--- src/rtl/axi_io_line_responder_pkg.sv ---
// Shared constants and types for the axi_io line responder and its strobe helper.
package axi_io_line_responder_pkg;

  localparam int LINE_WIDTH = 512;
  localparam int BEAT_WIDTH = 64;

  typedef enum logic [2:0] {
    ST_IDLE,
    ST_ISSUE,
    ST_WAIT,
    ST_DONE,
    ST_DRAIN
  } state_t;

  typedef enum logic [1:0] {
    SIZE_1B = 2'd0,
    SIZE_2B = 2'd1,
    SIZE_4B = 2'd2,
    SIZE_8B = 2'd3
  } size_t;

  // Unshifted byte-enable mask covering 2^size bytes.
  function automatic logic [7:0] size_mask(input logic [1:0] size);
    logic [7:0] mask;
    mask = 8'h00;
    case (size)
      SIZE_1B: mask = 8'h01;
      SIZE_2B: mask = 8'h03;
      SIZE_4B: mask = 8'h0F;
      SIZE_8B: mask = 8'hFF;
      default: mask = 8'h00;
    endcase
    return mask;
  endfunction

endpackage

--- src/rtl/axi_io_beat_strobe.sv ---
// Byte strobes for one 64-bit beat from an access size and the low address bits.
module axi_io_beat_strobe
  import axi_io_line_responder_pkg::*;
(
  input  logic [1:0] size,
  input  logic [2:0] offset,
  output logic [7:0] wstrb
);

  logic [7:0] base_mask;

  assign base_mask = size_mask(size);
  // The 8-bit shift drops any lanes pushed past the top byte.
  assign wstrb     = base_mask << offset;

endmodule

--- src/rtl/axi_io_line_responder.sv ---
// Responder for 512-bit axi_io line requests: splits each line into 64-bit memory
// beats on a req/ack port and reassembles read beats into the returned line.
module axi_io_line_responder
  import axi_io_line_responder_pkg::*;
#(
  parameter int BEAT_W    = BEAT_WIDTH,
  parameter int MAX_BEATS = LINE_WIDTH / BEAT_WIDTH
) (
  input  logic                  clk,
  input  logic                  rst,
  input  logic                  i_axi_io_valid,
  input  logic                  i_axi_io_op,
  input  logic [63:0]           i_axi_io_addr,
  input  logic [LINE_WIDTH-1:0] i_axi_io_wdata,
  input  logic [1:0]            i_axi_io_size,
  input  logic [7:0]            i_axi_io_blks,
  output logic                  o_axi_io_ready,
  output logic [LINE_WIDTH-1:0] o_axi_io_rdata,
  output logic                  o_mem_req,
  output logic                  o_mem_we,
  output logic [63:0]           o_mem_addr,
  output logic [BEAT_W-1:0]     o_mem_wdata,
  output logic [BEAT_W/8-1:0]   o_mem_wstrb,
  input  logic                  i_mem_ack,
  input  logic [BEAT_W-1:0]     i_mem_rdata
);

  localparam int CNT_W = $clog2(MAX_BEATS);
  localparam int OFF_W = $clog2(BEAT_W / 8);

  state_t                  state_reg;
  logic                    op_reg;
  logic [63:0]             addr_reg;
  logic [LINE_WIDTH-1:0]   wdata_reg;
  logic [1:0]              size_reg;
  logic [CNT_W-1:0]        last_reg;
  logic [CNT_W-1:0]        beat_reg;
  logic [LINE_WIDTH-1:0]   rdata_reg;
  logic                    ready_reg;
  logic                    req_reg;
  logic                    we_reg;
  logic [63:0]             maddr_reg;
  logic [BEAT_W-1:0]       mwdata_reg;
  logic [BEAT_W/8-1:0]     wstrb_reg;

  logic [CNT_W-1:0]        last_next;
  logic [63:0]             beat_addr;
  logic [BEAT_W-1:0]       beat_wdata;
  logic [7:0]              single_strb;

  // Oversized blks requests are clamped to a full line.
  assign last_next = (i_axi_io_blks > 8'(MAX_BEATS - 1)) ? CNT_W'(MAX_BEATS - 1)
                                                          : i_axi_io_blks[CNT_W-1:0];

  // Beat 0 keeps the caller's byte offset; later beats start on aligned words.
  assign beat_addr  = (beat_reg == '0) ? addr_reg
                    : {addr_reg[63:OFF_W], OFF_W'(0)} + (64'(beat_reg) * 64'(BEAT_W / 8));
  assign beat_wdata = wdata_reg[beat_reg*BEAT_W +: BEAT_W];

  axi_io_beat_strobe u_strobe (
    .size   (size_reg),
    .offset (addr_reg[2:0]),
    .wstrb  (single_strb)
  );

  always_ff @(posedge clk or negedge rst) begin
    if (!rst) begin
      state_reg  <= ST_IDLE;
      op_reg     <= 1'b0;
      addr_reg   <= '0;
      wdata_reg  <= '0;
      size_reg   <= '0;
      last_reg   <= '0;
      beat_reg   <= '0;
      rdata_reg  <= '0;
      ready_reg  <= 1'b0;
      req_reg    <= 1'b0;
      we_reg     <= 1'b0;
      maddr_reg  <= '0;
      mwdata_reg <= '0;
      wstrb_reg  <= '0;
    end else begin
      unique case (state_reg)
        ST_IDLE: begin
          ready_reg <= 1'b0;
          if (i_axi_io_valid) begin
            op_reg    <= i_axi_io_op;
            addr_reg  <= i_axi_io_addr;
            wdata_reg <= i_axi_io_wdata;
            size_reg  <= i_axi_io_size;
            last_reg  <= last_next;
            beat_reg  <= '0;
            rdata_reg <= '0;
            state_reg <= ST_ISSUE;
          end
        end
        ST_ISSUE: begin
          req_reg    <= 1'b1;
          we_reg     <= op_reg;
          maddr_reg  <= beat_addr;
          mwdata_reg <= beat_wdata;
          wstrb_reg  <= (last_reg == '0) ? single_strb : '1;
          state_reg  <= ST_WAIT;
        end
        ST_WAIT: begin
          if (i_mem_ack) begin
            req_reg <= 1'b0;
            if (!op_reg) begin
              rdata_reg[beat_reg*BEAT_W +: BEAT_W] <= i_mem_rdata;
            end
            if (beat_reg == last_reg) begin
              state_reg <= ST_DONE;
            end else begin
              beat_reg  <= beat_reg + 1'b1;
              state_reg <= ST_ISSUE;
            end
          end
        end
        ST_DONE: begin
          ready_reg <= 1'b1;
          state_reg <= ST_DRAIN;
        end
        ST_DRAIN: begin
          // A valid still held from the finished request must not restart it.
          ready_reg <= 1'b0;
          if (!i_axi_io_valid) begin
            state_reg <= ST_IDLE;
          end
        end
        default: state_reg <= ST_IDLE;
      endcase
    end
  end

  assign o_axi_io_ready = ready_reg;
  assign o_axi_io_rdata = rdata_reg;
  assign o_mem_req      = req_reg;
  assign o_mem_we       = we_reg;
  assign o_mem_addr     = maddr_reg;
  assign o_mem_wdata    = mwdata_reg;
  assign o_mem_wstrb    = wstrb_reg;

endmodule

--- config.mk ---
export PLATFORM = sky130hd
export DESIGN_NAME = axi_io_line_responder
export DESIGN_NICKNAME = d
export VERILOG_FILES = /design/src/rtl/axi_io_line_responder_pkg.sv /design/src/rtl/axi_io_beat_strobe.sv /design/src/rtl/axi_io_line_responder.sv
export SDC_FILE = /design/constraint.sdc
export NUM_CORES = 2
export LEC_CHECK = 0
export BUFFER_PORTS_ARGS = -buffer_cell sky130_fd_sc_hd__buf_2
export CAP_MARGIN = 0
export CELL_PAD_IN_SITES_DETAIL_PLACEMENT = 1
export CELL_PAD_IN_SITES_GLOBAL_PLACEMENT = 2
export CORE_AREA = 2 2 508 510
export DETAILED_ROUTE_END_ITERATION = 8
export DIE_AREA = 0 0 510 512
export PLACE_DENSITY = 0.5
export SYNTH_ARGS = -nofsm -noshare
export SYNTH_HDL_FRONTEND = slang
export SYNTH_SLANG_ARGS = --single-unit
--- constraint.sdc ---
create_clock -name clk -period 10.6 [get_ports clk]
set_input_delay 1.06 -clock clk [delete_from_list [all_inputs] [get_ports clk]]
set_output_delay 1.06 -clock clk [all_outputs]
set_load 0.02 [all_outputs]
==> summary.txt <==
Clock network
  – Clock root cell: clkbuf_16
  – Reg clk slew, reported paths: 60 ps
  – Clock Path Buffers: 3
  – CTS sink count: 1239
  – Clk_lat worst skew: around 850 ps
  – H-tree levels: 4
  – CTS tree: built
  – Setup bufs post-CTS: 0
  – Hold Buf Count CTS: 0
  – TritonCTS Buffers: 160
  – Post-CTS sizing: 0

Synth
  – Number of flops mapped to enable cells by yosys: 0
  – Cells after Synth: 3645
  – Post-synth top area cell: dfrtp_1
  – Ys Warns: 0
  – Syn Area/Cell: between 10 and 15 sq um
  – Syn nets: between 4000 and 5000
  – Sequential-to-total area share from yosys stat: between 60% and 70%
  – Synth area leaders: dfrtp_1, mux2_2, a22o_1
  – Main synth FF type: dfrtp_1
  – Synth unique cells: 56
  – Top cell type's share of synthesized area: 61.43%
  – Synth Cell Area: 50470 sq um
  – Ys async rst share: between 90% and 100%
  – Flops & latches, synth: 1239

Final layout
  – Most frequent cells in the layout: buf_2, dfrtp_1, mux2_2
  – Commonest non-fill, non-tap cell in the layout: buf_2
  – Final non-filler cell total: 8402
  – Synthesis-to-layout area growth: 31.53%
  – Nets: roughly 5500
  – Layout cell share with drive strength beyond 1: ~47%

Route
  – TritonRoute pass-1 iters: 5
  – Final ANT Viol Nets: 0
  – Vias per cell: 4.537
  – Vias: 38120
  – Starting DRT DRC Count: 2198
  – Drt wl/cell: 30.52 um
  – DR DRC count: 0
  – Routed WL: 256.4 mm

Flow run
  – Max-Cap Viols: 0

Worst setup path
  – Startpoint Class: register
  – CP max FO: 39
  – WP data required: 11310 ps
  – WP data arrival: 4950 ps
  – Setup CP Type: register to register
  – Endpoint class of the critical path: register

Min path
  – Worst Hold Class: primary input to asynchronous set/reset pin

STA
  – Max Clock Skew: 90.88 ps
  – Slew Viols, Final: 0
  – Worst Tran Pin Value: 1127 ps
  – Setup TNS: 0 ps
  – Max-slew headroom: 24.87%
  – Fin crit share: 40.06%
  – Final Hold Viols: 0
  – Fin crit period: 4246 ps
  – Unrepaired setup endpoints after global routing: no
  – FMAX: approximately 240 MHz
  – Setup violators final: 0

Floorplanning
  – Chip height: 512 um
  – DIE WIDTH: 510 um
  – Row count: 186
  – Initial Util: approximately a fifth
  – Io pins: 1306
  – DIE AREA: between 200000 and 300000 sq um
  – Std-Cell Core Area: 255800 sq um

Global routing
  – Total GRT Usage: 19.22%
  – Initial antenna violation count: between 200 and 250
  – Vias in the first global route: 39880
  – Largest net degree at the start of global routing: between 150 and 200
  – First-pass GRT wire length: 351.9 mm
  – Global route total overflow: 0

Pwr
  – Internal power: 12.49 mW
  – Power Density: 296.5 nW/um^2
  – Lkg Pwr: 30.55 nW
  – Sequential power share: 38.3%
  – Switching Share: 36.56%
  – PnR Total Power: a little under 20 mW
  – Comb power frac: 32.4%
  – VDD IR max: between 0.15 and 0.2 mV
  – Psw: 7.196 mW
  – Clk pwr share: 29.3%

Placement
  – Number of I/O port buffers: 1305
  – # placed instances: 8054
  – DPL Wire Length: 189.3 mm
  – RD Place Congestion: 0.8444

Status
  – Run status: complete, no violations
==> layout make-up <==
class | instances | area [sq um]
Inverter | 16 | 62.56
Tap cell | 3384 | 4234
Antenna cell | 58 | 145.1
Clock inverter | 50 | 884.6
Fill cell | 28140 | 189400
Sequential cell | 1239 | 31020
Multi-Input combinational cell | 2058 | 18300
Clock buffer | 240 | 4715
Timing Repair Buffer | 1357 | 7024
==> kinds of logic after synthesis <==
family	share of synthesized area [%]
flip-flops	61.43
multiplexers	18.59
AO/OA/AOI/OAI	10.94
AND/OR/NAND/NOR	5.447
buffers and inverters	2.623
XOR/XNOR	0.6768
adder cells (fa/ha/maj)	0.2876
==> worst max-delay path: stages (launching register included) <==
cell	delay (ps)
dfrtp_4	870
inv_1	240
ha_1	270
ha_1	490
o21bai_1	340
or3_1	550
or3_1	610
or4b_1	560
a31oi_1	190
==> path summary, 6_finish.rpt <==
kind / startpoint / to / slack (ps) / cells past startpoint
hold reg to reg: o_mem_addr[2]$_DFFE_PN0P_ / o_mem_addr[2]$_DFFE_PN0P_ / 470 / 2
min in group clk: i_axi_io_wdata[205] / wdata_reg[205]$_DFFE_PN0P_ / 460 / 2
max in group asynchronous: rst / o_axi_io_rdata[11]$_DFFE_PN0P_ / 8240 / 3
setup reg to reg: beat_reg[1]$_DFFE_PN0P_ / o_mem_addr[58]$_DFFE_PN0P_ / 6350 / 8
setup / recovery: beat_reg[1]$_DFFE_PN0P_ / o_mem_addr[58]$_DFFE_PN0P_ / 6350 / 8
hold / removal: rst / wdata_reg[10]$_DFFE_PN0P_ / 170 / 1
==> Yosys cell counts (all sizes together), types with 2 or more instances <==
cell type	instances
dfrtp	1239
mux2	571
a22o	477
nand2	298
clkbuf	246
mux4	128
nor2	110
o21ai	100
buf	86
a31oi	80
nor4	34
nand4	30
nand3	29
nor3	24
xnor2	23
inv	16
or4	16
xor2	16
or3	13
and3	10
ha	10
a21oi	9
o22a	9
and2	8
mux2i	7
nor2b	7
o31ai	7
nand2b	6
nand4b	5
a21o	4
or2	4
a211oi	3
and4	3
a221oi	2
o41ai	2
==> routing by layer <==
metal	vias to the layer above	share of wire (%)	GRT usage, %	wire length (um)
met5	-	0.47	0	1202
met4	188	3.7	6.138	9517
li1	15920	-	-	-
met3	607	9.0	7.831	23040
met1	20040	37	21.43	95790
met2	1362	49	33.06	126800
==> power groups by stage <==
stage | sequential, mW | clock (mW) | combinational (mW)
5_1_grt | 7.78 | 6.15 | 6.91
3_3_place_gp | 7.63 | 0 | 6.47
4_1_cts | 7.60 | 5.97 | 6.58
2_1_floorplan | 7.41 | 0 | 3.99
3_5_place_dp | 7.67 | 0 | 6.56
6_report | 7.54 | 5.77 | 6.37
==> per-stage QoR <==
| stage | utilization [%] | hold WS [ps] | cell area [sq um] | setup slack, ps |
|---|---|---|---|---|
| final | 25.95 | 168.0 | 66380 | 6354 |
| after floorplan | - | 448.0 | 50470 | 6809 |
| after global routing | 25.92 | 144.6 | 66290 | 6069 |
| after CTS | 25.90 | 121.6 | 66240 | 6044 |
| after global placement | 23.71 | 451.9 | 60640 | 6147 |
| after detailed placement | 23.71 | 464.3 | 60640 | 6085 |
No activity file was read; power rests on OpenSTA's default activity.
